**src/rtl/fexp_iter.sv**
```systemverilog
// rtl/fexp_iter.sv - iterative fp32 e^x: range reduction, Horner polynomial, exponent rescale
// One shared fp32 multiplier and one shared fp32 adder are time-multiplexed across the FSM states.
module fexp_iter #(
  parameter int BIT_W        = 32,
  parameter int N_TERMS      = 8,
  parameter int RANGE_REDUCE = 1
) (
  input  logic             clk,
  input  logic             rst_n,
  input  logic             in_valid,
  output logic             in_ready,
  input  logic [BIT_W-1:0] x,
  output logic             out_valid,
  input  logic             out_ready,
  output logic [BIT_W-1:0] result
);

  if (BIT_W != 32) begin : g_bad_bit_w
    $error("fexp_iter: only BIT_W=32 (binary32) is supported");
  end
  if (N_TERMS < 1 || N_TERMS > 12) begin : g_bad_n_terms
    $error("fexp_iter: N_TERMS must be in 1..12");
  end

  localparam int          CW    = $clog2(N_TERMS + 1);
  localparam logic [31:0] LOG2E = 32'h3FB8AA3B;
  localparam logic [31:0] LN2   = 32'h3F317218;

  typedef enum logic [2:0] {S_IDLE, S_REDUCE, S_RSUB, S_POLY, S_SCALE, S_DONE} state_t;

  // Round-to-nearest-even and pack; m carries the hidden bit in m[23]. Subnormals flush to zero.
  function automatic logic [31:0] fp_pack(input logic s, input logic signed [11:0] e,
                                          input logic [23:0] m, input logic g, input logic st);
    logic [24:0]        mr;
    logic signed [11:0] er;
    mr = {1'b0, m} + {24'd0, (g & (st | m[0]))};
    er = e;
    if (mr[24]) begin
      er = e + 12'sd1;
      mr = mr >> 1;
    end
    if (er >= 12'sd255)    fp_pack = {s, 8'hFF, 23'd0};
    else if (er <= 12'sd0) fp_pack = {s, 31'd0};
    else                   fp_pack = {s, er[7:0], mr[22:0]};
  endfunction

  function automatic logic [31:0] fp_mul(input logic [31:0] a, input logic [31:0] b);
    logic [47:0]        prod;
    logic signed [11:0] e;
    logic               s;
    s = a[31] ^ b[31];
    if (a[30:23] == 8'd0 || b[30:23] == 8'd0) begin
      fp_mul = {s, 31'd0};
    end else begin
      prod = {24'd0, 1'b1, a[22:0]} * {24'd0, 1'b1, b[22:0]};
      e    = $signed({4'd0, a[30:23]}) + $signed({4'd0, b[30:23]}) - 12'sd127;
      if (prod[47]) fp_mul = fp_pack(s, e + 12'sd1, prod[47:24], prod[23], |prod[22:0]);
      else          fp_mul = fp_pack(s, e, prod[46:23], prod[22], |prod[21:0]);
    end
  endfunction

  // Smaller operand aligned into a 64-bit field; anything shifted past it only sets a sticky LSB.
  function automatic logic [31:0] fp_add(input logic [31:0] a, input logic [31:0] b);
    logic [31:0]        big, sml;
    logic [7:0]         d8;
    logic [63:0]        mb, ms;
    logic [64:0]        sum, nrm;
    logic signed [11:0] e;
    int                 pos;
    if (b[30:23] == 8'd0) begin
      fp_add = (a[30:23] == 8'd0) ? 32'd0 : a;
    end else if (a[30:23] == 8'd0) begin
      fp_add = b;
    end else begin
      if (a[30:0] >= b[30:0]) begin big = a; sml = b; end
      else                    begin big = b; sml = a; end
      d8 = big[30:23] - sml[30:23];
      mb = {1'b1, big[22:0], 40'd0};
      if (d8 > 8'd40) ms = 64'd1;
      else            ms = {1'b1, sml[22:0], 40'd0} >> d8;
      if (big[31] == sml[31]) sum = {1'b0, mb} + {1'b0, ms};
      else                    sum = {1'b0, mb} - {1'b0, ms};
      if (sum == 65'd0) begin
        fp_add = 32'd0;
      end else begin
        pos = 0;
        for (int i = 0; i < 65; i++) if (sum[i]) pos = i;
        nrm    = sum << (64 - pos);
        e      = $signed({4'd0, big[30:23]}) + 12'(pos - 63);
        fp_add = fp_pack(big[31], e, nrm[64:41], nrm[40], |nrm[39:0]);
      end
    end
  endfunction

  // Float to signed int, round half away from zero, magnitude clamped to 255.
  function automatic logic signed [8:0] f2k(input logic [31:0] t);
    logic [31:0] mag;
    logic [8:0]  m9;
    int          sh;
    mag = 32'd0;
    if (t[30:23] >= 8'd126) begin
      if (t[30:23] > 8'd134) begin
        mag = 32'd255;
      end else begin
        sh  = 150 - int'(t[30:23]);
        mag = ({8'd0, 1'b1, t[22:0]} + (32'd1 << (sh - 1))) >> sh;
        if (mag > 32'd255) mag = 32'd255;
      end
    end
    m9  = mag[8:0];
    f2k = t[31] ? -$signed(m9) : $signed(m9);
  endfunction

  function automatic logic [31:0] i2f(input logic signed [8:0] k);
    logic [8:0]  mag;
    logic [22:0] fr;
    int          pos;
    if (k == 9'sd0) begin
      i2f = 32'd0;
    end else begin
      mag = k[8] ? 9'(-k) : 9'(k);
      pos = 0;
      for (int i = 0; i < 9; i++) if (mag[i]) pos = i;
      fr  = {14'd0, mag} << (23 - pos);
      i2f = {k[8], 8'(127 + pos), fr};
    end
  endfunction

  // c_i = 1/i! rounded to fp32
  function automatic logic [31:0] coef(input logic [3:0] i);
    case (i)
      4'd0, 4'd1: coef = 32'h3F800000;
      4'd2:       coef = 32'h3F000000;
      4'd3:       coef = 32'h3E2AAAAB;
      4'd4:       coef = 32'h3D2AAAAB;
      4'd5:       coef = 32'h3C088889;
      4'd6:       coef = 32'h3AB60B61;
      4'd7:       coef = 32'h39500D01;
      4'd8:       coef = 32'h37D00D01;
      4'd9:       coef = 32'h3638EF1D;
      4'd10:      coef = 32'h3493F27E;
      4'd11:      coef = 32'h32D7322B;
      4'd12:      coef = 32'h310F76C7;
      default:    coef = 32'h00000000;
    endcase
  endfunction

  state_t                state_q, state_d;
  logic [31:0]           x_q, r_q, p_q, result_q;
  logic signed [8:0]     k_q;
  logic [CW-1:0]         cnt_q;
  logic [31:0]           mul_a, mul_b, mul_y, add_a, add_b, add_y;
  logic                  is_special;
  logic [31:0]           special_val, scaled;
  logic signed [11:0]    exp_sum;

  assign mul_y  = fp_mul(mul_a, mul_b);
  assign add_y  = fp_add(add_a, add_b);
  assign result = result_q;

  // Special-case screen on the raw input bits; ordering matters (NaN first).
  always_comb begin
    is_special  = 1'b1;
    special_val = 32'h3F800000;
    if (x[30:23] == 8'hFF && x[22:0] != 23'd0)   special_val = 32'h7FC00000;
    else if (!x[31] && x[30:0] > 31'h42B17217)   special_val = 32'h7F800000;
    else if (x[31] && x[31:0] > 32'hC2AEAC50)    special_val = 32'h00000000;
    else if (x[30:23] == 8'd0)                   special_val = 32'h3F800000;
    else                                         is_special  = 1'b0;
  end

  always_comb begin
    exp_sum = $signed({4'd0, p_q[30:23]}) + 12'(k_q);
    if (p_q[30:23] == 8'd0 || exp_sum <= 12'sd0) scaled = 32'h00000000;
    else if (exp_sum >= 12'sd255)               scaled = 32'h7F800000;
    else                                        scaled = {1'b0, exp_sum[7:0], p_q[22:0]};
  end

  always_comb begin
    state_d   = state_q;
    mul_a     = 32'd0;
    mul_b     = 32'd0;
    add_a     = 32'd0;
    add_b     = 32'd0;
    in_ready  = (state_q == S_IDLE);
    out_valid = (state_q == S_DONE);
    case (state_q)
      S_IDLE:   if (in_valid) state_d = is_special ? S_DONE : S_REDUCE;
      S_REDUCE: begin
        mul_a   = x_q;
        mul_b   = LOG2E;
        state_d = S_RSUB;
      end
      S_RSUB: begin
        mul_a   = i2f(k_q);
        mul_b   = LN2;
        add_a   = x_q;
        add_b   = {~mul_y[31], mul_y[30:0]};
        state_d = S_POLY;
      end
      S_POLY: begin
        mul_a = p_q;
        mul_b = r_q;
        add_a = mul_y;
        add_b = coef(4'(cnt_q));
        if (cnt_q == '0) state_d = S_SCALE;
      end
      S_SCALE:  state_d = S_DONE;
      S_DONE:   if (out_ready) state_d = S_IDLE;
      default:  state_d = S_IDLE;
    endcase
  end

  always_ff @(posedge clk or negedge rst_n) begin
    if (!rst_n) begin
      state_q  <= S_IDLE;
      x_q      <= 32'd0;
      r_q      <= 32'd0;
      p_q      <= 32'd0;
      k_q      <= 9'sd0;
      cnt_q    <= '0;
      result_q <= 32'd0;
    end else begin
      state_q <= state_d;
      case (state_q)
        S_IDLE: if (in_valid) begin
          x_q <= x;
          if (is_special) result_q <= special_val;
        end
        S_REDUCE: k_q <= (RANGE_REDUCE != 0) ? f2k(mul_y) : 9'sd0;
        S_RSUB: begin
          r_q   <= add_y;
          p_q   <= coef(4'(N_TERMS));
          cnt_q <= CW'(N_TERMS - 1);
        end
        S_POLY: begin
          p_q <= add_y;
          if (cnt_q != '0) cnt_q <= cnt_q - 1'b1;
        end
        S_SCALE: result_q <= scaled;
        default: ;
      endcase
    end
  end

endmodule

```
**config.mk**
```make
export PLATFORM = sky130hd
export DESIGN_NAME = fexp_iter
export DESIGN_NICKNAME = d
export VERILOG_FILES = /design/src/rtl/fexp_iter.sv
export SDC_FILE = /design/constraint.sdc
export NUM_CORES = 2
export LEC_CHECK = 0
export ABC_AREA = 1
export ABC_CLOCK_PERIOD_IN_PS = 26000
export CELL_PAD_IN_SITES_DETAIL_PLACEMENT = 0
export CELL_PAD_IN_SITES_GLOBAL_PLACEMENT = 1
export CORE_ASPECT_RATIO = 0.8
export CORE_MARGIN = 5
export CORE_UTILIZATION = 48
export DETAILED_ROUTE_END_ITERATION = 7
export GPL_TIMING_DRIVEN = 0
export PLACE_DENSITY_LB_ADDON = 0.1
export SYNTH_ARGS = -nofsm -noshare
export SYNTH_HDL_FRONTEND = slang
export SYNTH_SLANG_ARGS = --single-unit
```
**constraint.sdc**
```tcl
create_clock -name clk -period 26 [get_ports clk]
set_clock_uncertainty 0.1 [all_clocks]
set_input_delay 5.2 -clock clk [delete_from_list [all_inputs] [get_ports clk]]
set_output_delay 5.2 -clock clk [all_outputs]
set_load 0.01 [all_outputs]
```
# ---- Yosys cells after proc, flatten, opt, wreduce, memory -nomap -nowiden
# Memory sizes are Yosys's and may differ from the RTL's.
# Index checks and enable logic that the tools add are counted.
dict set report op_classes {
  eq_ne 12
  mux 145
  multipliers 1
  magnitude_cmp 15
  n_addsub 23
  n_shift 5
  n_reduce_logical 27
  n_bitwise 8
}
# op count
set ops {}
lappend ops {{$mux W32} 88}
lappend ops {{$mux W31} 12}
lappend ops {{$pmux W32 S2} 4}
lappend ops {{$mux W65} 3}
lappend ops {{$mux W64} 3}
lappend ops {{$pmux W32 S3} 2}
lappend ops {{$mux W12} 10}
lappend ops {{$add A24 B1 Y25} 3}
lappend ops {{$mux W23} 3}
lappend ops {{$add A64 B64 Y65} 1}
lappend ops {{$logic_not A65 Y1} 1}
lappend ops {{$shl A65 B32 Y65} 1}
lappend ops {{$sub A64 B64 Y65} 1}
lappend ops {{$shr A64 B8 Y64} 1}
lappend ops {{$mux W9} 6}
lappend ops {{$logic_not A8 Y1} 6}
lappend ops {{$mul A24 B24 Y48} 1}
lappend ops {{$reduce_or A40 Y1} 1}
lappend ops {{$ge A12 B9 Y1 const B} 3}
lappend ops {{$le A12 B1 Y1 const B} 3}
lappend ops {{$add A24 B32 Y32} 1}
lappend ops {{$gt A32 B32 Y1 const B} 1}
lappend ops {{$gt A32 B8 Y1 const B} 1}
lappend ops {{$shl A1 B32 Y32 const A} 1}
lappend ops {{54 further kinds} 79}
dict set report totals {
  in_bits 36
  romBits 480
  out_inout_bits 34
  mem_count 1
  wordCells 244
  regBits 144
}
# name words word_bits read_ports rd_ports_with_merged_regs wr line_no
set memory_table {}
lappend memory_table {{(name not given)} 16 30 1 0 0 131} ;# case (i)

# ---- Logic depth before layout (Yosys ltp)
dict set report logic_depth {
  word_depth 127
  mapped_depth 208
  mapped_depth_nobuf 201
}

# ---- Least setup slack after synthesis
# Ideal clock, no wire load.
dict set report synth_timing {
  path_type {register to register}
  from {register state_q[0]}
  to {register p_q[23]}
  arrival_time_ps 21646
  stages_incl_launch_ff 173
  required_ps 25787
  synth_period_minus_slack_ps 21859
  path_slack_ps 4141
  setup_time_ps 113
  path_buffers 12
  path_cell_list {dfrtp_1 > nand2_1 > nor2_1 > clkbuf_1 > clkbuf_1 > buf_1 > buf_1 > a22oi_1 > inv_1 > clkbuf_1 > nand2_1 > fa_1 > inv_1 > fa_1 > inv_1 > fa_1 > fa_1 > inv_1 > [... 137 more ...] > ha_1 > nand3_2 > nor2_4 > inv_2 > nor2_2 > nand3_4 > buf_6 > nand2_1 > nand2_1 > nor3_4 > nand3_4 > buf_6 > nand4_1 > nand3_1 > nand2_1 > nand3_1 > nand2_1 > inv_1}
}
dict set report synth_via {
  elab_chain_len 113
  elab_cells_between_ends 155
  classes_between {add/sub (14); mul (1); order compare (8); eq/ne (4); shift (2); mux (108); bitwise (8); reduce/logical (10)}
}
# element line_no
set synth_lines {}
lappend synth_lines {{start, declared} 148} ;# state_t state_q, state_d;
lappend synth_lines {{start signal, assigned} 224} ;# state_q <= state_d;
lappend synth_lines {{$eq A3 B2 Y1 / $eq A3 B1 Y1 (equally long branches)} {187, 225}}
lappend synth_lines {{$pmux W32 S3} 187} ;# case (state_q)
lappend synth_lines {{$mul A24 B24 Y48} 55} ;# prod = {24'd0, 1'b1, a[22:0]} * {24'd0, 1'b1, b[22:0]};
lappend synth_lines {{$reduce_or A23 Y1 / $reduce_or A22 Y1 (equally long branches)} {57, 58}}
lappend synth_lines {{$or A1 B1 Y1} 36} ;# mr = {1'b0, m} + {24'd0, (g & (st | m[0]))};
lappend synth_lines {{$and A1 B1 Y1} 36}
lappend synth_lines {{$add A24 B1 Y25} 36}
lappend synth_lines {{$mux W12} 38} ;# if (mr[24]) begin
lappend synth_lines {{[... 97 more ...]} n/a}
lappend synth_lines {{$mux W12} 70} ;# if (b[30:23] == 8'd0) begin
lappend synth_lines {{$le A12 B1 Y1} 43} ;# else if (er <= 12'sd0) fp_pack = {s, 31'd0};
lappend synth_lines {{$mux W31} 43}
lappend synth_lines {{$mux W31} 42} ;# if (er >= 12'sd255) fp_pack = {s, 8'hFF, 23'd0};
lappend synth_lines {{$mux W32} 83} ;# if (sum == 65'd0) begin
lappend synth_lines {{$mux W32} 72} ;# end else if (a[30:23] == 8'd0) begin
lappend synth_lines {{$mux W32} 70}
lappend synth_lines {{$pmux W32 S2} 225} ;# case (state_q)
lappend synth_lines {{end signal, assigned} 233} ;# p_q <= coef(4'(N_TERMS));
lappend synth_lines {{end signal, assigned} 237} ;# p_q <= add_y;
lappend synth_lines {{end, declared} 149} ;# logic [31:0] x_q, r_q, p_q, result_q;
# Parallel ways exist; a longest one is shown, timed or not. The select of a mux whose other input is x is not followed.
# A chain may end at the register's enable or synchronous reset.

# ---- Worst setup path in the final report
dict set report layout_timing {
  from {register k_q[0]}
  to {register r_q[8]}
}
dict set report layout_via {
  elab_chain_len 126
  elab_cells_between_ends 166
  classes_between {add/sub (17); mul (1); order compare (8); eq/ne (1); shift (3); mux (119); bitwise (8); reduce/logical (9)}
}
# element line_no
set layout_lines {}
lappend layout_lines {{start, declared} 150} ;# logic signed [8:0] k_q;
lappend layout_lines {{start signal, assigned} 230} ;# S_REDUCE: k_q <= (RANGE_REDUCE != 0) ? f2k(mul_y) : 9'sd0;
lappend layout_lines {{$neg A9 Y9} 121} ;# mag = k[8] ? 9'(-k) : 9'(k);
lappend layout_lines {{$mux W9} 121}
lappend layout_lines {{$mux W1} 123} ;# for (int i = 0; i < 9; i++) if (mag[i]) pos = i;
lappend layout_lines {{$mux W32 (7 in series)} 123}
lappend layout_lines {{$mux W32} 118} ;# if (k == 9'sd0) begin
lappend layout_lines {{$mux W32} 187}
lappend layout_lines {{$sub A6 B32 Y32} 124} ;# fr = {14'd0, mag} << (23 - pos);
lappend layout_lines {{$shl A9 B32 Y23} 124}
lappend layout_lines {{[... 104 more ...]} n/a}
lappend layout_lines {{$mux W12} 72}
lappend layout_lines {{$mux W12} 70}
lappend layout_lines {{$le A12 B1 Y1} 43}
lappend layout_lines {{$mux W31} 43}
lappend layout_lines {{$mux W31} 42}
lappend layout_lines {{$mux W32} 83}
lappend layout_lines {{$mux W32} 72}
lappend layout_lines {{$mux W32 *} 70}
lappend layout_lines {{end signal, assigned} 232} ;# r_q <= add_y;
lappend layout_lines {{end, declared} 149}
# Every way passes the cells marked *; elsewhere a longest branch is shown, timed or not. The select of a mux whose other input is x is not followed.

==> run metrics <==
run status=finished with violations; failing checks=max-capacitance violations; slowest CP cell=fa_1; Final Cell Area=~58000 um2; Final ANT Viol Nets=0; placed cell area=54400 um2; Max Clock Freq=39.9 MHz; Slew Limit Fails=0; flops & latches, synth=143; Max FO, Critical Path=10; syn nets=9119; largest cells by area after synthesis=fa_1 19%, nand2_1 17%, inv_1 9.3%, nand3_1 8.3%, ha_1 8.2%; sequential area share after synthesis=0.0692; DIE WIDTH=377 um; # clock sinks=143; synth unique cells=92; layout cells sized above 1=0.122; Rel. slew slack=0.00895; Setup CP Type=flip-flop to flip-flop; HPWL Detailed=approximately 200 mm; Post-synth EDFFs=0; GP Congestion=1.06; commonest non-fill, non-tap cells in the layout=2293 x nand2_1, 1259 x inv_1, 809 x nand3_1; Slowest Stage Delay on Critical Path=640 ps; vias in the first global route=54200; asr flop ratio synth=1.00; Root Buffer=clkbuf_16; Initial Util=0.485; first-pass GRT wire length=341 mm; largest net degree at the start of global routing=75; CP Data Arrival Time=25380 ps; Mapped Area=51700 um2; Top FF cell, synth=dfrtp_1; number of nets in the layout=9311; YS warnings=0; clk slew on worst S/H paths=60 ps; first-pass iteration count of the detailed router=6; syn_area_per_cell=6.26 um2; Tcrit/Tclk final=0.964; Die Y=slightly above 300 um; Placeable Area=107000 um2; RSZ-0062 raised after global routing=true; H-tree Lvls=4; IO Port Bufs=68; GR Util All Layers=0.391; final worst path period need=25070 ps; fillers=11000; # IOs=70; First DRT Iteration DRCs=roughly 7800; DR vias=around 58000; CTS Buffer Depth=2; area leader, netlist=fa_1; Via density=5.92; CTS tree=done; fin util=0.541; total grt overflow=0; cells after synthesis=8259; DRC viols=0; CP most frequent cell=nand2_1; initial antenna violation count=4; row count=107; Worst EP required=26310 ps; setup_tns=0 ps; Worst Setup End Kind=flip-flop; Final setup viols=0; Hold WC Path Type=flip-flop to flip-flop; clock insertion delay at the later pin of the skew report=480 ps; Max Cap Viol=1; die area=114000 um2; Worst-Margin Slew=1480 ps; synthesis-to-finish area growth=11.5%; Hold Vio Cnt, Final=0; total CTS buffers=17; drt wl/cell=23.5 um; final wirelength=232 mm; top cell type's share of synthesized area=0.188; Hold Slack=379 ps; commonest non-fill, non-tap cell in the layout=nand2_1; CP Launch Type=flip-flop; hold_buf cts=0
## final timing paths
kind | startpoint | to | slack [ps] | depth (start not counted)
min in group asynchronous | rst_n | k_q[3] | 4620 | 1
min | result[22] | result[22] | 380 | 2
max reg2reg | k_q[0] | r_q[8] | 930 | 146
min reg2reg | result[22] | result[22] | 380 | 2
max | k_q[0] | r_q[8] | 930 | 146
max in group asynchronous | rst_n | state_q[1] | 20340 | 2
## Yosys cell counts, drive strengths merged, types with 31 or more instances
library cell,instances
nand2,2446
inv,1349
nand3,939
nor2,794
fa,487
o21ai,397
ha,337
a21oi,236
clkbuf,191
xor2,160
nand4,152
dfrtp,143
buf,136
nor3,77
nor4,38
clkinv,36
a31oi,31
## cell type report
class | instances | area (um2) | area share
Multi-Input combinational cell | 6400 | 42500 | 0.737
Inverter | 1385 | 5270 | 0.0914
Buffer | 328 | 2250 | 0.0391
Timing Repair Buffer | 176 | 1670 | 0.0290
Clock buffer | 22 | 464 | 0.00805
Tap cell | 1417 | 1770 | 0.0307
Clock inverter | 8 | 133 | 0.00230
Sequential cell | 143 | 3580 | 0.0621
Antenna cell | 1 | 2.50 | 0.0000434
## worst max-delay path, delay by kind of cell, from the launching register on
kind | cells | cell delay (ps)
AO/OA/AOI/OAI | 19 | 3780
buffers and inverters | 29 | 3830
XOR/XNOR | 3 | 950
AND/OR/NAND/NOR | 82 | 10560
adder cells (fa/ha/maj) | 13 | 5220
flip-flops | 1 | 470
## logic make-up after synthesis
| group | Yosys count | synth area share |
|---|---|---|
| other | 1 | 0.0000725 |
| AOI/OAI and AO/OA | 865 | 0.0978 |
| adders and majority gates | 824 | 0.270 |
| and+or+nand+nor | 4506 | 0.387 |
| xor gates and xnor gates | 187 | 0.0333 |
| DFF | 143 | 0.0692 |
| buffers and inverters | 1718 | 0.140 |
| muxes | 15 | 0.00305 |
## per-stage QoR
step | setup slack, ps | cells
6_report | 927 | 9880
5_1_grt | -337 | 9879
4_1_cts | 2.63 | 9802
3_5_place_dp | -4770 | 9754
3_3_place_gp | -4740 | 9744
2_1_floorplan | 4140 | 8259
## flip-flops by register name, summed over array words and instances, names as in the netlist
| name | flops |
|---|---|
| p_q | 32 |
| cnt_q | 4 |
| k_q | 9 |
| x_q | 32 |
| result | 31 |
| r_q | 32 |
| state_q | 3 |
## routing by layer
layer / up-vias / share of wire / track usage
li1: 26500 / - / -
met1: 28000 / 0.44 / 0.593
met2: 3534 / 0.39 / 0.537
met3: 454 / 0.13 / 0.101
met4: 2 / 0.038 / 0.121
met5: - / 0.000056 / 0.00335
## repair_timing
| action | 4_1_cts | 5_1_grt |
|---|---|---|
| gates resized for setup | 181 | 429 |
| cloned | 1 | 1 |
| endpoints found under the setup margin | 62 | 62 |
| endpoints found under the hold margin | 0 | 0 |
| pin swaps | 11 | 71 |
| buffers inserted | 20 | 77 |
Power is left out: the tool's default activity adds up to more than one toggle a clock period on the data nets, which glitch-free logic cannot reach.
